### config.mk
export PLATFORM = sky130hd
export DESIGN_NAME = id_ex_stage_flat
export DESIGN_NICKNAME = d
export VERILOG_FILES = /design/src/rtl/id_ex_stage_if.sv /design/src/rtl/id_ex_stage.sv /design/src/flat_wrapper.sv
export SDC_FILE = /design/constraint.sdc
export NUM_CORES = 1
export LEC_CHECK = 0
export BUFFER_PORTS_ARGS = -buffer_cell sky130_fd_sc_hd__buf_4
export CAP_MARGIN = 15
export CORE_ASPECT_RATIO = 0.6
export CORE_MARGIN = 2
export CORE_UTILIZATION = 35
export DETAILED_ROUTE_END_ITERATION = 16
export GPL_TIMING_DRIVEN = 0
export HOLD_SLACK_MARGIN = 0.02
export MAX_ROUTING_LAYER = met4
export PLACE_DENSITY = 0.7
export SLEW_MARGIN = 10
export SYNTH_ARGS = -nofsm -noshare
export SYNTH_HDL_FRONTEND = slang
export SYNTH_SLANG_ARGS = --single-unit
### constraint.sdc
create_clock -name clk -period 3.3 [get_ports clk]
set_clock_uncertainty 0.1 [all_clocks]
set_input_delay 0.66 -clock clk [delete_from_list [all_inputs] [get_ports clk]]
set_output_delay 0.66 -clock clk [all_outputs]
set_load 0.1 [all_outputs]
### src/rtl/id_ex_stage_if.sv
// ID/EX stage signal bundle: decode-side inputs, forwarding writeback, and the
// registered EX-side view. The stage itself takes the slave modport.
interface id_ex_stage_if #(
  parameter int DATA_WIDTH     = 32,
  parameter int REG_ADDR_WIDTH = 5,
  parameter int CNT_WIDTH      = 16
);
  // Pipeline control
  logic                      flush;
  logic                      stall_in;
  logic                      hazard_stall;

  // ID side
  logic                      id_valid;
  logic [31:0]               id_instr;
  logic [31:0]               id_pc_plus4;
  logic [DATA_WIDTH-1:0]     id_rd_data1;
  logic [DATA_WIDTH-1:0]     id_rd_data2;
  logic                      id_reg_write;
  logic                      id_mem_to_reg;
  logic                      id_mem_write;
  logic                      id_mem_read;
  logic                      id_branch;
  logic                      id_alu_src;
  logic                      id_reg_dst;
  logic [1:0]                id_alu_op;

  // Writeback forwarding
  logic                      wb_reg_write;
  logic [REG_ADDR_WIDTH-1:0] wb_write_reg;
  logic [DATA_WIDTH-1:0]     wb_data;

  // EX side
  logic                      ex_valid;
  logic [31:0]               ex_pc_plus4;
  logic [DATA_WIDTH-1:0]     ex_rs_data;
  logic [DATA_WIDTH-1:0]     ex_rt_data;
  logic [DATA_WIDTH-1:0]     ex_imm;
  logic [REG_ADDR_WIDTH-1:0] ex_rs;
  logic [REG_ADDR_WIDTH-1:0] ex_rt;
  logic [REG_ADDR_WIDTH-1:0] ex_write_reg;
  logic [4:0]                ex_shamt;
  logic [5:0]                ex_funct;
  logic                      ex_reg_write;
  logic                      ex_mem_to_reg;
  logic                      ex_mem_write;
  logic                      ex_mem_read;
  logic                      ex_branch;
  logic                      ex_alu_src;
  logic [1:0]                ex_alu_op;
  logic [CNT_WIDTH-1:0]      bubble_count;

  // Handshake: there is no valid/ready pair here. id_valid qualifies the ID
  // slot; hazard_stall tells upstream to hold it; stall_in tells this stage to
  // hold; flush squashes. An ID instruction is consumed on a clock edge where
  // rst, flush, stall_in and hazard_stall are all low.
  modport master (
    output flush, stall_in,
    output id_valid, id_instr, id_pc_plus4, id_rd_data1, id_rd_data2,
    output id_reg_write, id_mem_to_reg, id_mem_write, id_mem_read,
    output id_branch, id_alu_src, id_reg_dst, id_alu_op,
    output wb_reg_write, wb_write_reg, wb_data,
    input  hazard_stall,
    input  ex_valid, ex_pc_plus4, ex_rs_data, ex_rt_data, ex_imm,
    input  ex_rs, ex_rt, ex_write_reg, ex_shamt, ex_funct,
    input  ex_reg_write, ex_mem_to_reg, ex_mem_write, ex_mem_read,
    input  ex_branch, ex_alu_src, ex_alu_op, bubble_count
  );

  modport slave (
    input  flush, stall_in,
    input  id_valid, id_instr, id_pc_plus4, id_rd_data1, id_rd_data2,
    input  id_reg_write, id_mem_to_reg, id_mem_write, id_mem_read,
    input  id_branch, id_alu_src, id_reg_dst, id_alu_op,
    input  wb_reg_write, wb_write_reg, wb_data,
    output hazard_stall,
    output ex_valid, ex_pc_plus4, ex_rs_data, ex_rt_data, ex_imm,
    output ex_rs, ex_rt, ex_write_reg, ex_shamt, ex_funct,
    output ex_reg_write, ex_mem_to_reg, ex_mem_write, ex_mem_read,
    output ex_branch, ex_alu_src, ex_alu_op, bubble_count
  );
endinterface

### src/rtl/id_ex_stage.sv
// ID/EX pipeline register of the 5-stage MIPS core: operand capture with
// writeback bypass, immediate extension, load-use hazard bubbles, stall/flush.
module id_ex_stage #(
  parameter int DATA_WIDTH     = 32,
  parameter int REG_ADDR_WIDTH = 5,
  parameter int CNT_WIDTH      = 16
) (
  input  logic          clk,
  input  logic          rst,
  id_ex_stage_if.slave  bus
);

  typedef struct packed {
    logic                      valid;
    logic [31:0]               pc_plus4;
    logic [DATA_WIDTH-1:0]     rs_data;
    logic [DATA_WIDTH-1:0]     rt_data;
    logic [DATA_WIDTH-1:0]     imm;
    logic [REG_ADDR_WIDTH-1:0] rs;
    logic [REG_ADDR_WIDTH-1:0] rt;
    logic [REG_ADDR_WIDTH-1:0] write_reg;
    logic [4:0]                shamt;
    logic [5:0]                funct;
    logic                      reg_write;
    logic                      mem_to_reg;
    logic                      mem_write;
    logic                      mem_read;
    logic                      branch;
    logic                      alu_src;
    logic [1:0]                alu_op;
  } ex_reg_t;

  localparam logic [5:0] OP_ANDI = 6'h0C;
  localparam logic [5:0] OP_ORI  = 6'h0D;
  localparam logic [5:0] OP_XORI = 6'h0E;

  ex_reg_t              ex_q, ex_d;
  ex_reg_t              id_load;
  logic [CNT_WIDTH-1:0] bubble_count_q, bubble_count_d;

  logic [5:0]                opcode;
  logic [REG_ADDR_WIDTH-1:0] id_rs, id_rt, id_rd;
  logic [15:0]               imm16;
  logic [DATA_WIDTH-1:0]     imm_ext;
  logic [DATA_WIDTH-1:0]     rs_fwd, rt_fwd;
  logic                      hazard;

  // Instruction field decode and immediate extension
  always_comb begin
    opcode = bus.id_instr[31:26];
    id_rs  = REG_ADDR_WIDTH'(bus.id_instr[25:21]);
    id_rt  = REG_ADDR_WIDTH'(bus.id_instr[20:16]);
    id_rd  = REG_ADDR_WIDTH'(bus.id_instr[15:11]);
    imm16  = bus.id_instr[15:0];
    if (opcode == OP_ANDI || opcode == OP_ORI || opcode == OP_XORI) begin
      imm_ext = {{(DATA_WIDTH-16){1'b0}}, imm16};
    end else begin
      imm_ext = {{(DATA_WIDTH-16){imm16[15]}}, imm16};
    end
  end

  // Same-cycle writeback bypass; register 0 is hardwired and never forwarded
  always_comb begin
    rs_fwd = bus.id_rd_data1;
    rt_fwd = bus.id_rd_data2;
    if (bus.wb_reg_write && (bus.wb_write_reg != '0) && (bus.wb_write_reg == id_rs)) begin
      rs_fwd = bus.wb_data;
    end
    if (bus.wb_reg_write && (bus.wb_write_reg != '0) && (bus.wb_write_reg == id_rt)) begin
      rt_fwd = bus.wb_data;
    end
  end

  // Load-use: the load in EX has not produced data yet, so a dependent ID
  // instruction must wait one cycle behind a bubble. Reads ex_q directly so
  // the check stays live while stall_in holds the register.
  always_comb begin
    hazard = bus.id_valid && ex_q.valid && ex_q.mem_read && (ex_q.rt != '0) &&
             ((ex_q.rt == id_rs) || (ex_q.rt == id_rt));
    if (bus.flush) begin
      hazard = 1'b0;
    end
  end

  // What the register would take from ID this cycle
  always_comb begin
    id_load           = '0;
    id_load.valid     = bus.id_valid;
    id_load.pc_plus4  = bus.id_pc_plus4;
    id_load.rs_data   = rs_fwd;
    id_load.rt_data   = rt_fwd;
    id_load.imm       = imm_ext;
    id_load.rs        = id_rs;
    id_load.rt        = id_rt;
    id_load.write_reg = bus.id_reg_dst ? id_rd : id_rt;
    id_load.shamt     = bus.id_instr[10:6];
    id_load.funct     = bus.id_instr[5:0];
    if (bus.id_valid) begin
      id_load.reg_write  = bus.id_reg_write;
      id_load.mem_to_reg = bus.id_mem_to_reg;
      id_load.mem_write  = bus.id_mem_write;
      id_load.mem_read   = bus.id_mem_read;
      id_load.branch     = bus.id_branch;
      id_load.alu_src    = bus.id_alu_src;
      id_load.alu_op     = bus.id_alu_op;
    end
  end

  // Update priority: flush > stall_in > hazard bubble > load from ID
  always_comb begin
    ex_d           = ex_q;
    bubble_count_d = bubble_count_q;
    if (bus.flush) begin
      ex_d = '0;
    end else if (!bus.stall_in) begin
      if (hazard) begin
        ex_d = '0;
        if (bubble_count_q != '1) begin
          bubble_count_d = bubble_count_q + 1'b1;
        end
      end else begin
        ex_d = id_load;
      end
    end
  end

  always_ff @(posedge clk) begin
    if (rst) begin
      ex_q           <= '0;
      bubble_count_q <= '0;
    end else begin
      ex_q           <= ex_d;
      bubble_count_q <= bubble_count_d;
    end
  end

  assign bus.hazard_stall  = hazard;
  assign bus.ex_valid      = ex_q.valid;
  assign bus.ex_pc_plus4   = ex_q.pc_plus4;
  assign bus.ex_rs_data    = ex_q.rs_data;
  assign bus.ex_rt_data    = ex_q.rt_data;
  assign bus.ex_imm        = ex_q.imm;
  assign bus.ex_rs         = ex_q.rs;
  assign bus.ex_rt         = ex_q.rt;
  assign bus.ex_write_reg  = ex_q.write_reg;
  assign bus.ex_shamt      = ex_q.shamt;
  assign bus.ex_funct      = ex_q.funct;
  assign bus.ex_reg_write  = ex_q.reg_write;
  assign bus.ex_mem_to_reg = ex_q.mem_to_reg;
  assign bus.ex_mem_write  = ex_q.mem_write;
  assign bus.ex_mem_read   = ex_q.mem_read;
  assign bus.ex_branch     = ex_q.branch;
  assign bus.ex_alu_src    = ex_q.alu_src;
  assign bus.ex_alu_op     = ex_q.alu_op;
  assign bus.bubble_count  = bubble_count_q;

endmodule

### src/flat_wrapper.sv
// flat-port wrapper written by rule: the top's interface ports become plain ports
module id_ex_stage_flat 
#(
  parameter int DATA_WIDTH     = 32,
  parameter int REG_ADDR_WIDTH = 5,
  parameter int CNT_WIDTH      = 16
)
  (clk, rst, bus_flush, bus_stall_in, bus_id_valid, bus_id_instr, bus_id_pc_plus4, bus_id_rd_data1, bus_id_rd_data2, bus_id_reg_write, bus_id_mem_to_reg, bus_id_mem_write, bus_id_mem_read, bus_id_branch, bus_id_alu_src, bus_id_reg_dst, bus_id_alu_op, bus_wb_reg_write, bus_wb_write_reg, bus_wb_data, bus_hazard_stall, bus_ex_valid, bus_ex_pc_plus4, bus_ex_rs_data, bus_ex_rt_data, bus_ex_imm, bus_ex_rs, bus_ex_rt, bus_ex_write_reg, bus_ex_shamt, bus_ex_funct, bus_ex_reg_write, bus_ex_mem_to_reg, bus_ex_mem_write, bus_ex_mem_read, bus_ex_branch, bus_ex_alu_src, bus_ex_alu_op, bus_bubble_count);
  id_ex_stage_if #(.DATA_WIDTH(DATA_WIDTH), .REG_ADDR_WIDTH(REG_ADDR_WIDTH), .CNT_WIDTH(CNT_WIDTH)) bus_i ();
  input  logic clk;
  input  logic rst;
  input wire logic [$bits(bus_i.flush)-1:0] bus_flush;
  input wire logic [$bits(bus_i.stall_in)-1:0] bus_stall_in;
  input wire logic [$bits(bus_i.id_valid)-1:0] bus_id_valid;
  input wire logic [$bits(bus_i.id_instr)-1:0] bus_id_instr;
  input wire logic [$bits(bus_i.id_pc_plus4)-1:0] bus_id_pc_plus4;
  input wire logic [$bits(bus_i.id_rd_data1)-1:0] bus_id_rd_data1;
  input wire logic [$bits(bus_i.id_rd_data2)-1:0] bus_id_rd_data2;
  input wire logic [$bits(bus_i.id_reg_write)-1:0] bus_id_reg_write;
  input wire logic [$bits(bus_i.id_mem_to_reg)-1:0] bus_id_mem_to_reg;
  input wire logic [$bits(bus_i.id_mem_write)-1:0] bus_id_mem_write;
  input wire logic [$bits(bus_i.id_mem_read)-1:0] bus_id_mem_read;
  input wire logic [$bits(bus_i.id_branch)-1:0] bus_id_branch;
  input wire logic [$bits(bus_i.id_alu_src)-1:0] bus_id_alu_src;
  input wire logic [$bits(bus_i.id_reg_dst)-1:0] bus_id_reg_dst;
  input wire logic [$bits(bus_i.id_alu_op)-1:0] bus_id_alu_op;
  input wire logic [$bits(bus_i.wb_reg_write)-1:0] bus_wb_reg_write;
  input wire logic [$bits(bus_i.wb_write_reg)-1:0] bus_wb_write_reg;
  input wire logic [$bits(bus_i.wb_data)-1:0] bus_wb_data;
  output wire logic [$bits(bus_i.hazard_stall)-1:0] bus_hazard_stall;
  output wire logic [$bits(bus_i.ex_valid)-1:0] bus_ex_valid;
  output wire logic [$bits(bus_i.ex_pc_plus4)-1:0] bus_ex_pc_plus4;
  output wire logic [$bits(bus_i.ex_rs_data)-1:0] bus_ex_rs_data;
  output wire logic [$bits(bus_i.ex_rt_data)-1:0] bus_ex_rt_data;
  output wire logic [$bits(bus_i.ex_imm)-1:0] bus_ex_imm;
  output wire logic [$bits(bus_i.ex_rs)-1:0] bus_ex_rs;
  output wire logic [$bits(bus_i.ex_rt)-1:0] bus_ex_rt;
  output wire logic [$bits(bus_i.ex_write_reg)-1:0] bus_ex_write_reg;
  output wire logic [$bits(bus_i.ex_shamt)-1:0] bus_ex_shamt;
  output wire logic [$bits(bus_i.ex_funct)-1:0] bus_ex_funct;
  output wire logic [$bits(bus_i.ex_reg_write)-1:0] bus_ex_reg_write;
  output wire logic [$bits(bus_i.ex_mem_to_reg)-1:0] bus_ex_mem_to_reg;
  output wire logic [$bits(bus_i.ex_mem_write)-1:0] bus_ex_mem_write;
  output wire logic [$bits(bus_i.ex_mem_read)-1:0] bus_ex_mem_read;
  output wire logic [$bits(bus_i.ex_branch)-1:0] bus_ex_branch;
  output wire logic [$bits(bus_i.ex_alu_src)-1:0] bus_ex_alu_src;
  output wire logic [$bits(bus_i.ex_alu_op)-1:0] bus_ex_alu_op;
  output wire logic [$bits(bus_i.bubble_count)-1:0] bus_bubble_count;
  assign bus_i.flush = bus_flush;
  assign bus_i.stall_in = bus_stall_in;
  assign bus_i.id_valid = bus_id_valid;
  assign bus_i.id_instr = bus_id_instr;
  assign bus_i.id_pc_plus4 = bus_id_pc_plus4;
  assign bus_i.id_rd_data1 = bus_id_rd_data1;
  assign bus_i.id_rd_data2 = bus_id_rd_data2;
  assign bus_i.id_reg_write = bus_id_reg_write;
  assign bus_i.id_mem_to_reg = bus_id_mem_to_reg;
  assign bus_i.id_mem_write = bus_id_mem_write;
  assign bus_i.id_mem_read = bus_id_mem_read;
  assign bus_i.id_branch = bus_id_branch;
  assign bus_i.id_alu_src = bus_id_alu_src;
  assign bus_i.id_reg_dst = bus_id_reg_dst;
  assign bus_i.id_alu_op = bus_id_alu_op;
  assign bus_i.wb_reg_write = bus_wb_reg_write;
  assign bus_i.wb_write_reg = bus_wb_write_reg;
  assign bus_i.wb_data = bus_wb_data;
  assign bus_hazard_stall = bus_i.hazard_stall;
  assign bus_ex_valid = bus_i.ex_valid;
  assign bus_ex_pc_plus4 = bus_i.ex_pc_plus4;
  assign bus_ex_rs_data = bus_i.ex_rs_data;
  assign bus_ex_rt_data = bus_i.ex_rt_data;
  assign bus_ex_imm = bus_i.ex_imm;
  assign bus_ex_rs = bus_i.ex_rs;
  assign bus_ex_rt = bus_i.ex_rt;
  assign bus_ex_write_reg = bus_i.ex_write_reg;
  assign bus_ex_shamt = bus_i.ex_shamt;
  assign bus_ex_funct = bus_i.ex_funct;
  assign bus_ex_reg_write = bus_i.ex_reg_write;
  assign bus_ex_mem_to_reg = bus_i.ex_mem_to_reg;
  assign bus_ex_mem_write = bus_i.ex_mem_write;
  assign bus_ex_mem_read = bus_i.ex_mem_read;
  assign bus_ex_branch = bus_i.ex_branch;
  assign bus_ex_alu_src = bus_i.ex_alu_src;
  assign bus_ex_alu_op = bus_i.ex_alu_op;
  assign bus_bubble_count = bus_i.bubble_count;
  id_ex_stage #(.DATA_WIDTH(DATA_WIDTH), .REG_ADDR_WIDTH(REG_ADDR_WIDTH), .CNT_WIDTH(CNT_WIDTH)) u_core (.clk(clk), .rst(rst), .bus(bus_i));
endmodule
; After elaboration in Yosys (flattened, before gate mapping)
; Index checks and enable logic that the tools add are counted.
[op_classes]
n_addsub = 1
mul = 0
n_div = 0
magnitude_cmp = 0
n_eq_ne = 8
n_shift = 0
n_mux = 7
bitwise_logic = 2
n_reduce_logical = 14
[ops]
columns = cell, count
row1 = $mux W163, 1
row2 = $mux W32, 3
row3 = $eq A5 B5 Y1, 4
row4 = $eq A6 B4 Y1 const B, 3
row5 = $add A16 B1 Y16 const B, 1
row6 = $ne A16 B16 Y1 const B, 1
row7 = $reduce_bool A5 Y1, 2
row8 = $mux W8, 1
row9 = $logic_and A1 B1 Y1, 7
row10 = $mux W5, 1
row11 = $reduce_and A4 Y1, 1
row12 = $logic_or A1 B1 Y1, 3
row13 = $not A1 Y1, 2
row14 = $reduce_or A2 Y1, 1
row15 = $mux W1, 1
[word_totals]
ff_bits = 179
latchBits = 0
mem_bits_rw = 0
rom_bits = 0
elab_cells = 50
memories = 0

; Longest topological paths before layout
[logic_depth]
word_depth = 6
ltp_mapped = 9
ltp_nobuf = 7

; Worst setup path after synthesis
; No wires, ideal clock.
[synth_timing]
kind = flip-flop to output port
from = register u_core.ex_q (netlist bit u_core.bus.ex_rt[0])
to = output port bus_hazard_stall
t_arrival_ns = 2.033
path_slack_ns = 0.507
path_stages_with_launch = 6
n_path_buf = 0
cell_sequence = dfxtp_1 -> xnor2_1 -> nand3_2 -> o22ai_4 -> nand2_4 -> inv_2
[synth_between]
elab_chain_len = 4
word_cells_on_any_way = 7
classes_between = 2 x eq/ne / 1 x mux / 4 x reduce/logical
[synth_lines]
columns = element, line_no
row1 = "start, declared", id_ex_stage.sv:37  ; ex_reg_t ex_q, ex_d;
row2 = "start signal, assigned", id_ex_stage.sv:129  ; ex_q <= '0;
row3 = "start signal, assigned", id_ex_stage.sv:132  ; ex_q <= ex_d;
row4 = $eq A5 B5 Y1 or $reduce_bool A5 Y1 (tied branches), "id_ex_stage.sv:79, id_ex_stage.sv:78"
row5 = $logic_or A1 B1 Y1 or $logic_and A1 B1 Y1 (tied branches), "id_ex_stage.sv:79, id_ex_stage.sv:78"
row6 = $logic_and A1 B1 Y1 (*), id_ex_stage.sv:78  ; hazard = bus.id_valid && ex_q.valid && ex_q.mem_read && (ex_q.rt != '0) &&
row7 = $mux W1 (*), id_ex_stage.sv:80  ; if (bus.flush) begin
row8 = "end, declared", flat_wrapper.sv:30  ; output wire logic [$bits(bus_i.hazard_stall)-1:0] bus_hazard_stall;
; Mark *: on every way between the ends. The rest lies on a longest branch, timed or not.

; Worst setup path after layout
; Same ends and word-level chain as after synthesis.

==> metrics.txt <==
Critical Path End Type=output pin; worst-path fanout max=10; number of nets in the layout=1321; Util after Layout=55.8%; min Tclk post-route=2.76 ns; cts hold-fix bufs=0; Pwr per Cell Area=484 nW/µm²; syn_nets=944; post-route ant nets=0; Overflow after GRT=0; Num CTS Buffers=17; Reg clk slew, reported paths=0.06 ns; CTS Buffer Depth=2; Yosys cell types=38; Die Height=111 µm; RSZ-0062 raised after global routing=no; clk root buf=clkbuf_16; synthesis-to-layout area growth=54.1%; Hold EP=u_core.bus.ex_rt_data[16]; Leakage Power=4.37 nW; vias in the first global route=6560; critical path class=flop to output pin; Worst-Margin Slew=0.773 ns; Max Cap Viol=0; die width=182 µm; Vias/cell=4.95; cts repair resizes=0; reg2reg setup slack=0.91 ns; setup tns final=0 ns; CP startpoint kind=flop; Crit Reg-Reg Startpoint=u_core.bus.bubble_count[0]; drt total wl=23700 µm; CTS Sinks=153; routability cong.=0.873; DPL Wire Length=18900 µm; Via Count=6897; Final Cycle Share=83.6%; Die ar.=20100 µm²; fmax=0.362 GHz; hold path depth=2; DRT Pass-1 Iters=7; Final Max Tran Viols=0; R2R cell count=8; Tightest Hold Check Type=flop to flop; first-pass GRT wire length=36200 µm; Ant. Diodes=0; GRT Overall Usage=23.6%; antenna violations before repair=0; FF-to-FF End=u_core.bus.bubble_count[10]; CTS H-Tree Depth=4; setup bufs post-CTS=0; status=finished clean; Syn Area/Cell=8.69 µm²; number of hold violations in the final report=0; # rows=38; CP arrival=2.00 ns; final setup violation count=0; DRT iter0 DRCs=409; wire per inst=17.0 µm; Slew HR=48.3%; Boundary Pins=360; clock latency on the worst-skew pair=0.42 ns; cells after synthesis=763; input/output buffers=358; synth warn=0; Yosys reg bits=153; largest net degree at the start of global routing=18; Seq/Total Area, Yosys=46.2%; Peak supply drop=0.000289 V; Initial Util=36.2%; layout cells sized above 1=38.7%; TritonCTS clock tree=built; synthesized area=6630 µm²; area of the core=18300 µm²; DRC Markers=0; worst hold start=u_core.bus.ex_rt_data[16]; Worst EP required=2.54 ns
-- through the flow --
| stage | total power [W] | instance area, µm² | setup slack, ns | hold slack (ns) | std cells |
|---|---|---|---|---|---|
| 2_1_floorplan | 0.00264 | 6630 | 0.507 | 0.723 | 763 |
| 3_3_place_gp | 0.00298 | 9620 | 0.201 | 0.336 | 1361 |
| 3_5_place_dp | 0.00299 | 9620 | 0.228 | 0.342 | 1361 |
| 4_1_cts | 0.00498 | 10200 | 0.538 | 0.351 | 1393 |
| 5_1_grt | 0.00511 | 10200 | 0.433 | 0.367 | 1393 |
| 6_report | 0.00495 | 10200 | 0.541 | 0.347 | 1393 |
-- final cells by class --
class                   count  area [µm²]
fillers                  1756        8090
multi-input cells         525        3080
flip-flops and latches    153        3060
repair buffers            358        2690
plain buffers              82         474
clock buffers              20         457
well taps                 240         300
clock inverters            12         143
inverters                   3        11.3
-- cell families after synthesis --
logic type      synth area share (%)
simple gates                    18.9
compound gates                  13.7
flops                           46.2
buf+inv                         7.32
mux                             10.8
xor+xnor                        2.91
fa+ha+maj                      0.189
-- synthesized netlist by cell type --
cell type  instances  area, µm²
o21ai_0            2       10.0
a32oi_1            9       78.8
clkbuf_1          35        131
buf_6              7       78.8
buf_1              3       11.3
buf_2             10       50.1
or4_1             11       82.6
nor3_1             3       15.0
buf_4             27        203
nor2_2             1       6.26
nand4_1            7       43.8
xor2_1             6       52.6
inv_2              1       3.75
o22ai_4            1       20.0
mux2_2             2       22.5
or3_1              3       18.8
ha_1               1       12.5
nand2_1          133        499
and4_1             2       17.5
nor2_1            30        113
nand3_2            3       30.0
a41oi_1            1       8.76
a21oi_1           69        345
nand3_1           64        320
mux2i_1           69        691
inv_1              2       7.51
nor4_1             1       6.26
nor4_4             2       42.5
or2_2              1       6.26
a22oi_1            7       52.6
nor3_2             1       10.0
nor2b_1            4       25.0
dfxtp_1          153       3060
nand2_4            1       11.3
nand4b_1           1       8.76
o21ai_1           65        325
o31ai_1            9       67.6
xnor2_1           16        140
-- routing by layer --
| layer | part of all wire (%) | vias to the layer above | global-route usage [%] |
|---|---|---|---|
| met5 | 0 | - | - |
| met4 | 1.6 | 0 | 6.40 |
| met3 | 6.2 | 28 | 5.15 |
| met2 | 45 | 231 | 36.7 |
| met1 | 47 | 3235 | 31.1 |
| li1 | - | 3403 | - |
-- layout by cell type, fill, tap and decap left out, types with 3 or more instances in the layout --
cell type	n
xnor2_1	16
nor2b_1	4
dfxtp_1	153
buf_1	3
o31ai_1	9
clkinv_4	6
nand3_1	64
clkbuf_16	17
nor2_1	30
or4_1	11
mux2i_1	69
nand2_1	133
a22oi_1	7
clkbuf_1	36
a21oi_1	69
nand4_1	7
buf_2	10
buf_4	385
nand3_2	3
buf_6	7
a32oi_1	9
nor3_1	3
xor2_1	6
or3_1	3
o21ai_1	65
-- where the power goes --
group,switching [W],total [W],internal (W)
logic,0.000695,0.00101,0.000316
registers,0.0000347,0.00194,0.00190
clock network,0.000832,0.00200,0.00117
-- worst max-delay path by stage --
| stage | start | to | slack, ns |
|---|---|---|---|
| global placement | bus_stall_in | u_core.bus.ex_rs_data[23] | 0.20 |
| floorplan | u_core.bus.ex_rt[0] | bus_hazard_stall | 0.51 |
| CTS | u_core.bus.ex_rt[0] | bus_hazard_stall | 0.54 |
| detailed placement | bus_stall_in | u_core.bus.ex_rt_data[22] | 0.23 |
| finish | u_core.bus.ex_rt[0] | bus_hazard_stall | 0.54 |
| global route | u_core.bus.ex_rt[0] | bus_hazard_stall | 0.43 |
-- worst max-delay path, cell delays in order (launching register included) --
cell and delay, ns:
dfxtp_1 0.47, xnor2_1 0.17, nand3_2 0.13, o22ai_4 0.25, nand2_4 0.16, inv_2 0.12
buf_4 0.29
(Power assumes the default switching activity.)
